--- src/rtl/vx_result_merge_pkg.sv ---
// Shared definitions for the result merge block and the result interface.
//  - log2up()        : index width helper, never smaller than 1
//  - result_dataw()  : packed beat width for a given lane count and pid width
//  - result_data_t   : packed beat {uuid,wid,tmask,PC,wb,rd,data,pid,sop,eop}
//  - lock_state_e    : packet lock state of the merge arbiter
package vx_result_merge_pkg;

  localparam int UUID_W          = 8;
  localparam int NW_W            = 2;
  localparam int PC_W            = 32;
  localparam int WB_W            = 1;
  localparam int RD_W            = 5;
  localparam int XLEN            = 32;
  localparam int FLAG_W          = 2;
  localparam int RES_NUM_LANES   = 4;
  localparam int RES_NUM_THREADS = 16;
  localparam int EOP_BIT         = 0;

  function automatic int log2up(input int v);
    return (v > 32'sd1) ? $clog2(v) : 32'sd1;
  endfunction

  localparam int RES_PID_WIDTH = log2up(RES_NUM_THREADS / RES_NUM_LANES);

  function automatic int result_dataw(input int lanes, input int pid_w);
    return UUID_W + NW_W + lanes + PC_W + WB_W + RD_W + (lanes * XLEN) + pid_w + FLAG_W;
  endfunction

  typedef struct packed {
    logic [UUID_W-1:0]                  uuid;
    logic [NW_W-1:0]                    wid;
    logic [RES_NUM_LANES-1:0]           tmask;
    logic [PC_W-1:0]                    pc;
    logic                               wb;
    logic [RD_W-1:0]                    rd;
    logic [RES_NUM_LANES*XLEN-1:0]      data;
    logic [RES_PID_WIDTH-1:0]           pid;
    logic                               sop;
    logic                               eop;
  } result_data_t;

  typedef enum logic [0:0] {
    LOCK_IDLE  = 1'b0,
    LOCK_OWNED = 1'b1
  } lock_state_e;

endpackage

--- src/rtl/vx_result_merge_skid.sv ---
// Two-entry skid buffer decoupling one result source from the merge arbiter.
//  clk, reset : clock, synchronous active-high reset
//  in_valid   : source beat valid        in_data  : source beat
//  in_ready   : registered, high while fewer than two entries are held
//  out_valid  : buffer holds a beat      out_data : oldest held beat
//  pop        : arbiter consumed out_data this cycle
module vx_result_merge_skid
  import vx_result_merge_pkg::*;
#(
  parameter int DATAW = 8
) (
  input  logic             clk,
  input  logic             reset,
  input  logic             in_valid,
  input  logic [DATAW-1:0] in_data,
  output logic             in_ready,
  output logic             out_valid,
  output logic [DATAW-1:0] out_data,
  input  logic             pop
);

  logic [1:0]       count_r;
  logic [1:0]       count_next_s;
  logic [DATAW-1:0] head_r;
  logic [DATAW-1:0] tail_r;
  logic             in_ready_r;
  logic             push_s;
  logic             pop_s;

  assign push_s    = in_valid && in_ready_r;
  assign pop_s     = pop && (count_r != 2'd0);
  assign in_ready  = in_ready_r;
  assign out_valid = (count_r != 2'd0);
  assign out_data  = head_r;

  // Occupancy after this cycle's push/pop
  always_comb begin
    case ({push_s, pop_s})
      2'b10:   count_next_s = count_r + 2'd1;
      2'b01:   count_next_s = count_r - 2'd1;
      default: count_next_s = count_r;
    endcase
  end

  // Entry storage; in_ready is registered from the next occupancy, so a full
  // buffer never sees a push and head/tail shifting covers every other case
  always_ff @(posedge clk) begin
    if (reset) begin
      count_r    <= 2'd0;
      in_ready_r <= 1'b0;
      head_r     <= '0;
      tail_r     <= '0;
    end else begin
      count_r    <= count_next_s;
      in_ready_r <= (count_next_s != 2'd2);
      if (pop_s) begin
        if (count_r == 2'd2) begin
          head_r <= tail_r;
        end else if (push_s) begin
          head_r <= in_data;
        end
      end else if (push_s) begin
        if (count_r == 2'd0) begin
          head_r <= in_data;
        end else begin
          tail_r <= in_data;
        end
      end
    end
  end

endmodule

--- src/rtl/vx_result_merge.sv ---
// Merges NUM_INPUTS result streams into one writeback stream. Each source is
// decoupled by a skid buffer, a round-robin arbiter picks the winner and a
// lock keeps multi-beat packets (sop..eop) contiguous on the output.
//  clk, reset : clock, synchronous active-high reset
//  in_valid   : per-source beat valid      in_data : per-source packed beat
//  in_ready   : per-source accept (registered)
//  out_valid  : merged beat valid          out_data : merged beat
//  out_sel    : source index of out_data   out_ready : downstream accept
module vx_result_merge
  import vx_result_merge_pkg::*;
#(
  parameter int NUM_INPUTS = 4,
  parameter int NUM_LANES  = RES_NUM_LANES,
  parameter int PID_WIDTH  = RES_PID_WIDTH,
  parameter int OUT_BUF    = 1,
  parameter int DATAW      = result_dataw(NUM_LANES, PID_WIDTH),
  parameter int SEL_W      = log2up(NUM_INPUTS)
) (
  input  logic                             clk,
  input  logic                             reset,
  input  logic [NUM_INPUTS-1:0]            in_valid,
  input  logic [NUM_INPUTS-1:0][DATAW-1:0] in_data,
  output logic [NUM_INPUTS-1:0]            in_ready,
  output logic                             out_valid,
  output logic [DATAW-1:0]                 out_data,
  output logic [SEL_W-1:0]                 out_sel,
  input  logic                             out_ready
);

  localparam logic [SEL_W:0] NUM_IN_W = (SEL_W + 1)'(NUM_INPUTS);

  logic [NUM_INPUTS-1:0] buf_valid_s;
  logic [NUM_INPUTS-1:0] pop_s;
  logic [DATAW-1:0]      buf_data_s [NUM_INPUTS];

  lock_state_e      lock_state_r;
  lock_state_e      lock_next_s;
  logic             locked_s;
  logic [SEL_W-1:0] owner_r;
  logic [SEL_W-1:0] rr_ptr_r;
  logic [SEL_W:0]   scan_idx_s;
  logic [SEL_W:0]   ptr_inc_s;
  logic [SEL_W-1:0] next_ptr_s;

  logic             grant_valid_s;
  logic [SEL_W-1:0] grant_idx_s;
  logic [DATAW-1:0] grant_data_s;
  logic             grant_eop_s;
  logic             arb_ready_s;
  logic             fire_s;

  for (genvar gi = 0; gi < NUM_INPUTS; gi++) begin : g_skid
    vx_result_merge_skid #(.DATAW(DATAW)) u_skid (
      .clk       (clk),
      .reset     (reset),
      .in_valid  (in_valid[gi]),
      .in_data   (in_data[gi]),
      .in_ready  (in_ready[gi]),
      .out_valid (buf_valid_s[gi]),
      .out_data  (buf_data_s[gi]),
      .pop       (pop_s[gi])
    );
  end

  assign grant_data_s = buf_data_s[grant_idx_s];
  assign grant_eop_s  = grant_data_s[EOP_BIT];
  assign fire_s       = grant_valid_s && arb_ready_s;

  // Winner selection: the lock owner while a packet is open, otherwise the
  // first non-empty buffer at or after rr_ptr. Scanning from the far end lets
  // the closest candidate overwrite the others.
  always_comb begin
    grant_valid_s = 1'b0;
    grant_idx_s   = '0;
    scan_idx_s    = '0;
    if (locked_s) begin
      grant_valid_s = buf_valid_s[owner_r];
      grant_idx_s   = owner_r;
    end else begin
      for (int i = NUM_INPUTS - 1; i >= 0; i--) begin
        scan_idx_s    = {1'b0, rr_ptr_r} + (SEL_W + 1)'(i);
        scan_idx_s    = (scan_idx_s >= NUM_IN_W) ? (scan_idx_s - NUM_IN_W) : scan_idx_s;
        grant_idx_s   = buf_valid_s[scan_idx_s[SEL_W-1:0]] ? scan_idx_s[SEL_W-1:0] : grant_idx_s;
        grant_valid_s = grant_valid_s | buf_valid_s[scan_idx_s[SEL_W-1:0]];
      end
    end
  end

  // Per-source pop strobe for the granted buffer
  always_comb begin
    pop_s = '0;
    if (fire_s) begin
      pop_s[grant_idx_s] = 1'b1;
    end else begin
      pop_s = '0;
    end
  end

  // Round-robin pointer successor of the current winner
  always_comb begin
    ptr_inc_s  = {1'b0, grant_idx_s} + {{SEL_W{1'b0}}, 1'b1};
    next_ptr_s = (ptr_inc_s >= NUM_IN_W) ? {SEL_W{1'b0}} : ptr_inc_s[SEL_W-1:0];
  end

  // Lock state register
  always_ff @(posedge clk) begin
    if (reset) begin
      lock_state_r <= LOCK_IDLE;
    end else begin
      lock_state_r <= lock_next_s;
    end
  end

  // Lock next state: open on a non-final beat, close on the owner's eop
  always_comb begin
    lock_next_s = lock_state_r;
    case (lock_state_r)
      LOCK_IDLE:  lock_next_s = (fire_s && !grant_eop_s) ? LOCK_OWNED : LOCK_IDLE;
      LOCK_OWNED: lock_next_s = (fire_s && grant_eop_s) ? LOCK_IDLE : LOCK_OWNED;
      default:    lock_next_s = LOCK_IDLE;
    endcase
  end

  // Lock outputs
  always_comb begin
    locked_s = (lock_state_r == LOCK_OWNED);
  end

  // Packet owner and round-robin pointer; the pointer only moves at packet end
  always_ff @(posedge clk) begin
    if (reset) begin
      owner_r  <= '0;
      rr_ptr_r <= '0;
    end else begin
      if (fire_s && !locked_s) begin
        owner_r <= grant_idx_s;
      end
      if (fire_s && grant_eop_s) begin
        rr_ptr_r <= next_ptr_s;
      end
    end
  end

  if (OUT_BUF != 0) begin : g_out_reg
    logic             out_valid_r;
    logic [DATAW-1:0] out_data_r;
    logic [SEL_W-1:0] out_sel_r;

    // Output register accepts a new beat when empty or being drained
    always_comb begin
      arb_ready_s = !out_valid_r || out_ready;
    end

    // Output register: data and source index move together
    always_ff @(posedge clk) begin
      if (reset) begin
        out_valid_r <= 1'b0;
        out_data_r  <= '0;
        out_sel_r   <= '0;
      end else if (arb_ready_s) begin
        out_valid_r <= grant_valid_s;
        out_data_r  <= grant_data_s;
        out_sel_r   <= grant_idx_s;
      end
    end

    assign out_valid = out_valid_r;
    assign out_data  = out_data_r;
    assign out_sel   = out_sel_r;
  end else begin : g_out_comb
    // Without the output register the arbiter sees downstream ready directly
    always_comb begin
      arb_ready_s = out_ready;
    end

    assign out_valid = grant_valid_s;
    assign out_data  = grant_data_s;
    assign out_sel   = grant_idx_s;
  end

endmodule

--- config.mk ---
export PLATFORM = sky130hd
export DESIGN_NAME = vx_result_merge
export DESIGN_NICKNAME = d
export VERILOG_FILES = /design/src/rtl/vx_result_merge_pkg.sv /design/src/rtl/vx_result_merge_skid.sv /design/src/rtl/vx_result_merge.sv
export SDC_FILE = /design/constraint.sdc
export NUM_CORES = 2
export LEC_CHECK = 0
export BUFFER_PORTS_ARGS = -buffer_cell sky130_fd_sc_hd__clkbuf_2
export CAP_MARGIN = 20
export CORE_MARGIN = 4
export CORE_UTILIZATION = 41
export DETAILED_ROUTE_END_ITERATION = 10
export GPL_ROUTABILITY_DRIVEN = 0
export PLACE_DENSITY = 0.57
export SLEW_MARGIN = 30
export SYNTH_ARGS = -nofsm -noshare
export SYNTH_HDL_FRONTEND = slang
export SYNTH_SLANG_ARGS = --single-unit
--- constraint.sdc ---
create_clock -name clk -period 12.31 [get_ports clk]
set_input_delay 3.693 -clock clk [delete_from_list [all_inputs] [get_ports clk]]
set_output_delay 3.693 -clock clk [all_outputs]
set_load 0.1 [all_outputs]
### Yosys cells after proc, flatten, opt, wreduce, memory -nomap -nowiden

Cells that the tools add are included.

| word-level totals | value |
|---|---|
| register bits after elaboration | 1676 |
| input port bits | 743 |
| output and inout port bits | 191 |
| word-level logic and storage cells | 179 |

| cells by class | value |
|---|---|
| add/subtract/negate cells | 16 |
| $lt $le $gt $ge | 13 |
| eq/ne operators | 16 |
| mux-type cells | 54 |
| bitwise gates (word level) | 13 |
| reductions and logical operators | 45 |

Operators by type and width:

| operator | number |
|---|---|
| two-way mux 184 bit | 22 |
| binary-select mux 184 bit (select 2 bit) | 1 |
| nonzero test 2 bit | 16 |
| AND reduction 3 bit | 8 |
| two-way mux 2 bit | 10 |
| < comparator 2 x 3 -> 1 bit (second input constant) | 6 |
| equality test 2 bit (second input constant) | 8 |
| one-hot mux 2 bit (2 select lines) | 4 |
| subtractor 2 x 1 -> 2 bit (second input constant) | 8 |
| >= comparator 3 bit (second input constant) | 5 |
| logical AND 1 bit | 13 |
| binary-select mux 1 bit (select 2 bit) | 5 |
| two-way mux 1 bit | 9 |
| inverter 1 bit | 9 |
| adder 2 x 1 -> 2 bit (second input constant) | 4 |
| equality test 2 x 1 -> 1 bit (second input constant) | 4 |
| logical NOT 2 bit | 4 |
| != test 2 bit (second input constant) | 4 |
| adder 2 x 1 -> 3 bit (second input constant) | 2 |
| adder 2 x 2 -> 3 bit (second input constant) | 2 |
| two-way mux 4 bit | 1 |
| >= comparator 2 x 3 -> 1 bit (second input constant) | 1 |
| logical NOT 1 bit | 3 |
| inverter 2 -> 3 bit | 1 |
| other kinds (5) | 7 |

### Depth between registers and ports, before layout

| logic depth | value |
|---|---|
| word-level depth | 19 |
| depth in mapped cells | 20 |
| gate-level depth less buffers | 13 |

### Cells and area by module

Synthesis repeated with hierarchy kept, for this count alone.

| unflattened totals | value |
|---|---|
| cells, all modules | 7683 |
| area total of the unflattened synthesis | 81478.1 um^2 |

By module, submodules not included:

| module | times used | cells each | area each (um^2) | sequential area each (um^2) |
|---|---|---|---|---|
| vx_result_merge_skid | 4 | 1744 | 17744.5 | 7427.1 |
| vx_result_merge | 1 | 707 | 10500.1 | 3843.7 |

### Worst setup path before layout

Ideal clock, no wire load.

| timing | value |
|---|---|
| kind | input to register |
| from | input out_ready |
| to | register g_skid[2].u_skid.head_r[143] |
| setup time | 137 ps |
| data arrival time | 6159 ps |
| required time | 12173 ps |
| setup slack | 6013 ps |
| stages | 14 |
| cell sequence | nand2b_1 clkbuf_1 o31ai_4 a21o_1 buf_4 nor2_1 inv_1 ha_1 o32ai_2 and2_0 clkbuf_1 clkbuf_1 clkbuf_1 a211oi_1 |

| on the way | value |
|---|---|
| longest elaborated chain between the ends | 6 |
| elaborated cells between the ends (all ways) | 8 |

Ends and longest elaborated chain:

| item | RTL line | source |
|---|---|---|
| from (decl) | vx_result_merge.sv:27 | `input logic out_ready` |
| logical OR 1 bit * | vx_result_merge.sv:151 | `arb_ready_s = !out_valid_r \|\| out_ready;` |
| logical AND 1 bit * | vx_result_merge.sv:67 | `assign fire_s = grant_valid_s && arb_ready_s;` |
| two-way mux 4 bit * | vx_result_merge.sv:92 | `if (fire_s) begin` |
| logical AND 1 bit * | vx_result_merge_skid.sv:31 | `assign pop_s = pop && (count_r != 2'd0);` |
| nonzero test 2 bit (no source line) | - |  |
| AND reduction 3 bit (no source line) | - |  |
| to (signal assigned) | vx_result_merge_skid.sv:58 | `head_r <= tail_r;` |
| to (signal assigned) | vx_result_merge_skid.sv:60 | `head_r <= in_data;` |
| to (signal assigned) | vx_result_merge_skid.sv:64 | `head_r <= in_data;` |
| to (decl) | vx_result_merge_skid.sv:24 | `logic [DATAW-1:0] head_r;` |

Every way passes the cells marked *; elsewhere a longest branch is shown, timed or not.
A chain may end at the register's enable or synchronous reset.

### Worst setup path in the final report

| timing | value |
|---|---|
| from | input out_ready |
| to | register g_skid[0].u_skid.head_r[69] |

| on the way | value |
|---|---|
| longest elaborated chain between the ends | 6 |
| elaborated cells between the ends (all ways) | 8 |

Ends and longest elaborated chain:

| item | RTL line |
|---|---|
| logical OR 1 bit * | vx_result_merge.sv:151 |
| logical AND 1 bit * | vx_result_merge.sv:67 |
| two-way mux 4 bit * | vx_result_merge.sv:92 |
| logical AND 1 bit * | vx_result_merge_skid.sv:31 |
| nonzero test 2 bit (no source line) | - |
| AND reduction 3 bit (no source line) | - |
| to (signal assigned) | vx_result_merge_skid.sv:58 |
| to (signal assigned) | vx_result_merge_skid.sv:60 |
| to (signal assigned) | vx_result_merge_skid.sv:64 |
| to (decl) | vx_result_merge_skid.sv:24 |

Marked as above.

==> results_tabular.tex <==
\begin{tabular}{lr}
\hline
Metric & Value \\
\hline
\multicolumn{2}{l}{\textbf{Synthesis}} \\
\quad Top flip-flop cell by instance count after synthesis & sky130\_fd\_sc\_hd\_\_dfxtp\_1 \\
\quad Post-Syn Area per Cell & 8.71 um2 \\
\quad Number of distinct library cell variants in the gate-level netlist after synthesis & 55 \\
\quad Cell count after synthesis & 8220 \\
\quad Portion of the post-synthesis area used by sequential elements & 46.9\% \\
\quad Area share of the largest cell type after synthesis & 46.9\% \\
\quad EDFF count, synth & 0 \\
\quad Most frequent cells after synthesis & 1676 x sky130\_fd\_sc\_hd\_\_dfxtp\_1, 1665 x sky130\_fd\_sc\_hd\_\_nand2\_1, 1115 x sky130\_fd\_sc\_hd\_\_a21oi\_1 \\
\quad Ranking of synthesized cells by area & sky130\_fd\_sc\_hd\_\_dfxtp\_1 47\%, sky130\_fd\_sc\_hd\_\_nand2\_1 8.7\%, sky130\_fd\_sc\_hd\_\_a21oi\_1 7.8\%, sky130\_fd\_sc\_hd\_\_mux2i\_1 7.8\%, sky130\_fd\_sc\_hd\_\_a211oi\_1 5.8\% \\
\quad Post-Synthesis Cell Area & 0.0716 mm2 \\
\quad Async set-reset flop share out of synthesis & 0\% \\
\quad Post-synthesis register bit count & 1676 \\
\quad Largest area contributor in the netlist & sky130\_fd\_sc\_hd\_\_dfxtp\_1 \\
\quad Synthesized net count & 8972 \\
\quad Syn. warnings & 0 \\
\quad Leading cell type by number of instances after synthesis & sky130\_fd\_sc\_hd\_\_dfxtp\_1 \\
\multicolumn{2}{l}{\textbf{Clock tree}} \\
\quad H-Tree Level Count & 4 \\
\quad Sink count of the clock tree & 1676 \\
\quad TritonCTS buffer count & 184 \\
\quad CTS Hold Buffers Added & 0 \\
\quad Clock Tree Root & sky130\_fd\_sc\_hd\_\_clkbuf\_16 \\
\quad Buffer depth of the longest clock path & 3 \\
\quad CTS tree & built \\
\quad Post-CTS clock slew at the launch and capture registers of the worst setup and hold paths & 0.06 ns \\
\quad Clock latency on the worst-skew pair & 0.86 ns \\
\quad Number of buffers inserted by post-CTS setup repair & 0 \\
\quad PostCTS Resize Cnt & 0 \\
\multicolumn{2}{l}{\textbf{Place}} \\
\quad Final HPWL DP & 175 mm \\
\quad Total placed cells including tap cells & 10700 \\
\quad Post-Place Setup Slack & 4.01 ns \\
\quad IO buf count & 933 \\
\multicolumn{2}{l}{\textbf{Setup path}} \\
\quad Data required, critical path & 12.98 ns \\
\quad Critical path class & input pin to flip-flop \\
\quad Family with the most delay on the worst path & buffers and inverters \\
\quad Launching element type of the critical path & input pin \\
\quad Critical-path cell list & clkbuf\_2 -> nand2b\_1 -> o31ai\_4 -> a21o\_1 -> nor2\_1 -> inv\_1 -> ha\_1 -> a2111oi\_4 -> buf\_4 -> or2\_4 -> buf\_12 -> buf\_16 -> a211oi\_1 \\
\quad Crit end category & flip-flop \\
\quad Crit path largest cell delay & 0.81 ns \\
\quad Highest net fanout along the worst path & 83 \\
\quad Data arrival time of the critical path & 8.24 ns \\
\quad Sum of buffers and inverters on the critical path & 5 \\
\quad Master of the slowest instance on the critical path & sky130\_fd\_sc\_hd\_\_buf\_4 \\
\multicolumn{2}{l}{\textbf{Power}} \\
\quad Power per cell area & 226 mW/mm2 \\
\quad Maximum resistive drop on vdd & 364 uV \\
\quad Pleak & 32.8 nW \\
\multicolumn{2}{l}{\textbf{STA}} \\
\quad Pin slew with the least headroom to its limit & 1.26 ns \\
\quad Final worst-path cycle share & 61.4\% \\
\quad Unrepaired setup endpoints after global routing & false \\
\quad Final setup violating endpoints & 0 \\
\quad Post-Route Skew & 0.0381 ns \\
\quad Max-slew violation count & 0 \\
\quad Worst setup slack after layout & 4.75 ns \\
\quad Final TNS setup & 0 ns \\
\quad Total count of hold-check failures in the final report & 0 \\
\quad Highest attainable clock frequency & 0.132 GHz \\
\quad Worst hold-check slack & 0.449 ns \\
\quad Final critical delay including setup and external delays & 7.56 ns \\
\quad Headroom to the max-slew limit & 16.2\% \\
\multicolumn{2}{l}{\textbf{Route}} \\
\quad Number of DRC markers after the initial detailed-route iteration & 5946 \\
\quad DRC violations left & 0 \\
\quad Pre-Repair DR Iteration Count & 8 \\
\quad Routed WL & 278 mm \\
\quad Wire length per cell after detailed routing & 24.8 um \\
\quad Via/cell ratio & 5.79 \\
\quad Number of antenna-violating nets in the routed design & 0 \\
\quad Overall via count from detail\_route & 64900 \\
\multicolumn{2}{l}{\textbf{Floorplanning}} \\
\quad Core region area & 0.174 mm2 \\
\quad Total I/O pin count & 934 \\
\quad Die extent in y & 426 um \\
\quad Starting density of the core & 41.2\% \\
\quad Die outline area & 0.181 mm2 \\
\quad Number of placement rows & 153 \\
\quad Die boundary width & 426 um \\
\multicolumn{2}{l}{\textbf{Flow run}} \\
\quad Max-capacitance violation count & 0 \\
\multicolumn{2}{l}{\textbf{GRT}} \\
\quad Via count of the first global-routing pass & 61000 \\
\quad Antenna violations before repair & 151 \\
\quad Overflow left after global routing & 0 \\
\quad Maximum number of pins on one net before global-route repair & 265 \\
\quad Wire length of the first global-routing pass & 404 mm \\
\quad GRT Util Overall & 29.1\% \\
\multicolumn{2}{l}{\textbf{Final layout}} \\
\quad Proportion of layout cells with a drive suffix above 1 & 18.7\% \\
\quad Utilization of the core after routing & 48.2\% \\
\quad Signed area change from the synthesized netlist to the final layout & 17.0\% \\
\quad Nets & 9354 \\
\quad Non-filler cells, final & 11200 \\
\quad Fillers & 16800 \\
\multicolumn{2}{l}{\textbf{Hold path}} \\
\quad Path category of the worst min-delay check & flip-flop to flip-flop \\
\multicolumn{2}{l}{\textbf{Run status}} \\
\quad Result of the run & complete, no violations \\
\hline
\end{tabular}
==> report_power, final <==
group / switching, mW / internal, mW / total (mW)
logic: 4.69 / 1.77 / 6.45
clock network: 2.39 / 3.26 / 5.65
registers: 0.527 / 6.29 / 6.82
total: 7.60 / 11.3 / 18.9
==> final timing paths <==
check	start	endpoint	slack, ns	cells after the start
min reg2reg	g_skid[3].u_skid.tail_r[170]$_SDFFE_PP0P_	g_skid[3].u_skid.tail_r[170]$_SDFFE_PP0P_	0.45	2
max reg2reg	g_skid[3].u_skid.count_r[0]$_SDFF_PP0_	g_skid[3].u_skid.out_data[125]$_SDFFE_PP0P_	6.74	15
max	out_ready	g_skid[0].u_skid.out_data[69]$_SDFFE_PP0P_	4.75	13
min	g_skid[3].u_skid.tail_r[170]$_SDFFE_PP0P_	g_skid[3].u_skid.tail_r[170]$_SDFFE_PP0P_	0.45	2
==> worst register-to-register path, stage by stage (launching register included) <==
cell,delay [ns]
sky130_fd_sc_hd__dfxtp_1,0.41
sky130_fd_sc_hd__nor2_1,0.56
sky130_fd_sc_hd__a211o_1,0.25
sky130_fd_sc_hd__a211o_1,0.19
sky130_fd_sc_hd__and2_1,0.27
sky130_fd_sc_hd__inv_1,0.14
sky130_fd_sc_hd__ha_1,0.21
sky130_fd_sc_hd__o311ai_0,0.16
sky130_fd_sc_hd__a21oi_4,0.04
sky130_fd_sc_hd__buf_4,0.33
sky130_fd_sc_hd__o21ai_4,0.15
sky130_fd_sc_hd__buf_12,0.33
sky130_fd_sc_hd__buf_16,0.38
sky130_fd_sc_hd__a21o_4,1.07
sky130_fd_sc_hd__buf_12,0.57
sky130_fd_sc_hd__a211oi_1,0.33
==> metrics by stage <==
step / cell area, um2 / total power [mW]
2_1_floorplan: 71600 / 11.3
3_5_place_dp: 77100 / 13.3
6_report: 83800 / 18.9
5_1_grt: 83800 / 19.7
4_1_cts: 83200 / 18.9
3_3_place_gp: 76800 / 13.2
==> layout make-up <==
cell class / count / area (um2) / share of cell area, %
inverters: 193 / 724 / 0.864
repair buffers: 1044 / 6110 / 7.29
multi-input cells: 5503 / 34100 / 40.7
clock buffers: 275 / 5430 / 6.47
flip-flops and latches: 1676 / 33600 / 40.0
diodes: 131 / 328 / 0.391
well taps: 2325 / 2910 / 3.47
clock inverters: 59 / 697 / 0.832
==> registers in the layout, summed over array words and instances (netlist names), named ones only <==
| signal | flops |
|---|---|
| owner_r | 2 |
| out_sel | 2 |
| g_skid.u_skid.in_ready | 4 |
| g_skid.u_skid.tail_r | 736 |
| g_skid.u_skid.count_r | 8 |
| g_skid.u_skid.out_data | 736 |
| out_valid | 1 |
| rr_ptr_r | 2 |
| out_data | 184 |
==> cell families after synthesis <==
logic type,after synthesis,synth area share (%)
AOI/OAI and AO/OA,2642,26.1
and+or+nand+nor,2292,13.2
DFF,1676,46.9
buffers and inverters,1041,5.88
muxes,556,7.79
adders and majority gates,9,0.157
xor gates and xnor gates,4,0.0489
==> metal layers <==
layer | track usage [%] | vias up | wire length, um
li1 | - | 30200 | -
met1 | 36.7 | 31800 | 114000
met2 | 45.5 | 2248 | 128000
met3 | 4.85 | 603 | 17400
met4 | 19.7 | 10 | 18000
met5 | 0 | - | 69
==> layout by cell type (no fill, tap or decap), types with 14 or more instances in the layout <==
master,n
sky130_fd_sc_hd__dfxtp_1,1676
sky130_fd_sc_hd__nand2_1,1662
sky130_fd_sc_hd__a21oi_1,1113
sky130_fd_sc_hd__clkbuf_2,932
sky130_fd_sc_hd__a211oi_1,555
sky130_fd_sc_hd__mux2i_1,555
sky130_fd_sc_hd__nor2_1,205
sky130_fd_sc_hd__inv_1,192
sky130_fd_sc_hd__nor3_1,189
sky130_fd_sc_hd__o21ba_2,187
sky130_fd_sc_hd__and3_1,184
sky130_fd_sc_hd__a21boi_0,184
sky130_fd_sc_hd__clkbuf_16,184
sky130_fd_sc_hd__o221ai_1,183
sky130_fd_sc_hd__a2111oi_0,182
sky130_fd_sc_hd__diode_2,131
sky130_fd_sc_hd__o221a_1,110
sky130_fd_sc_hd__o221a_2,74
sky130_fd_sc_hd__buf_4,65
sky130_fd_sc_hd__clkbuf_8,48
sky130_fd_sc_hd__clkbuf_1,43
sky130_fd_sc_hd__clkinv_2,27
sky130_fd_sc_hd__buf_12,22
sky130_fd_sc_hd__buf_16,14
Power figures use the tool's default switching activity.
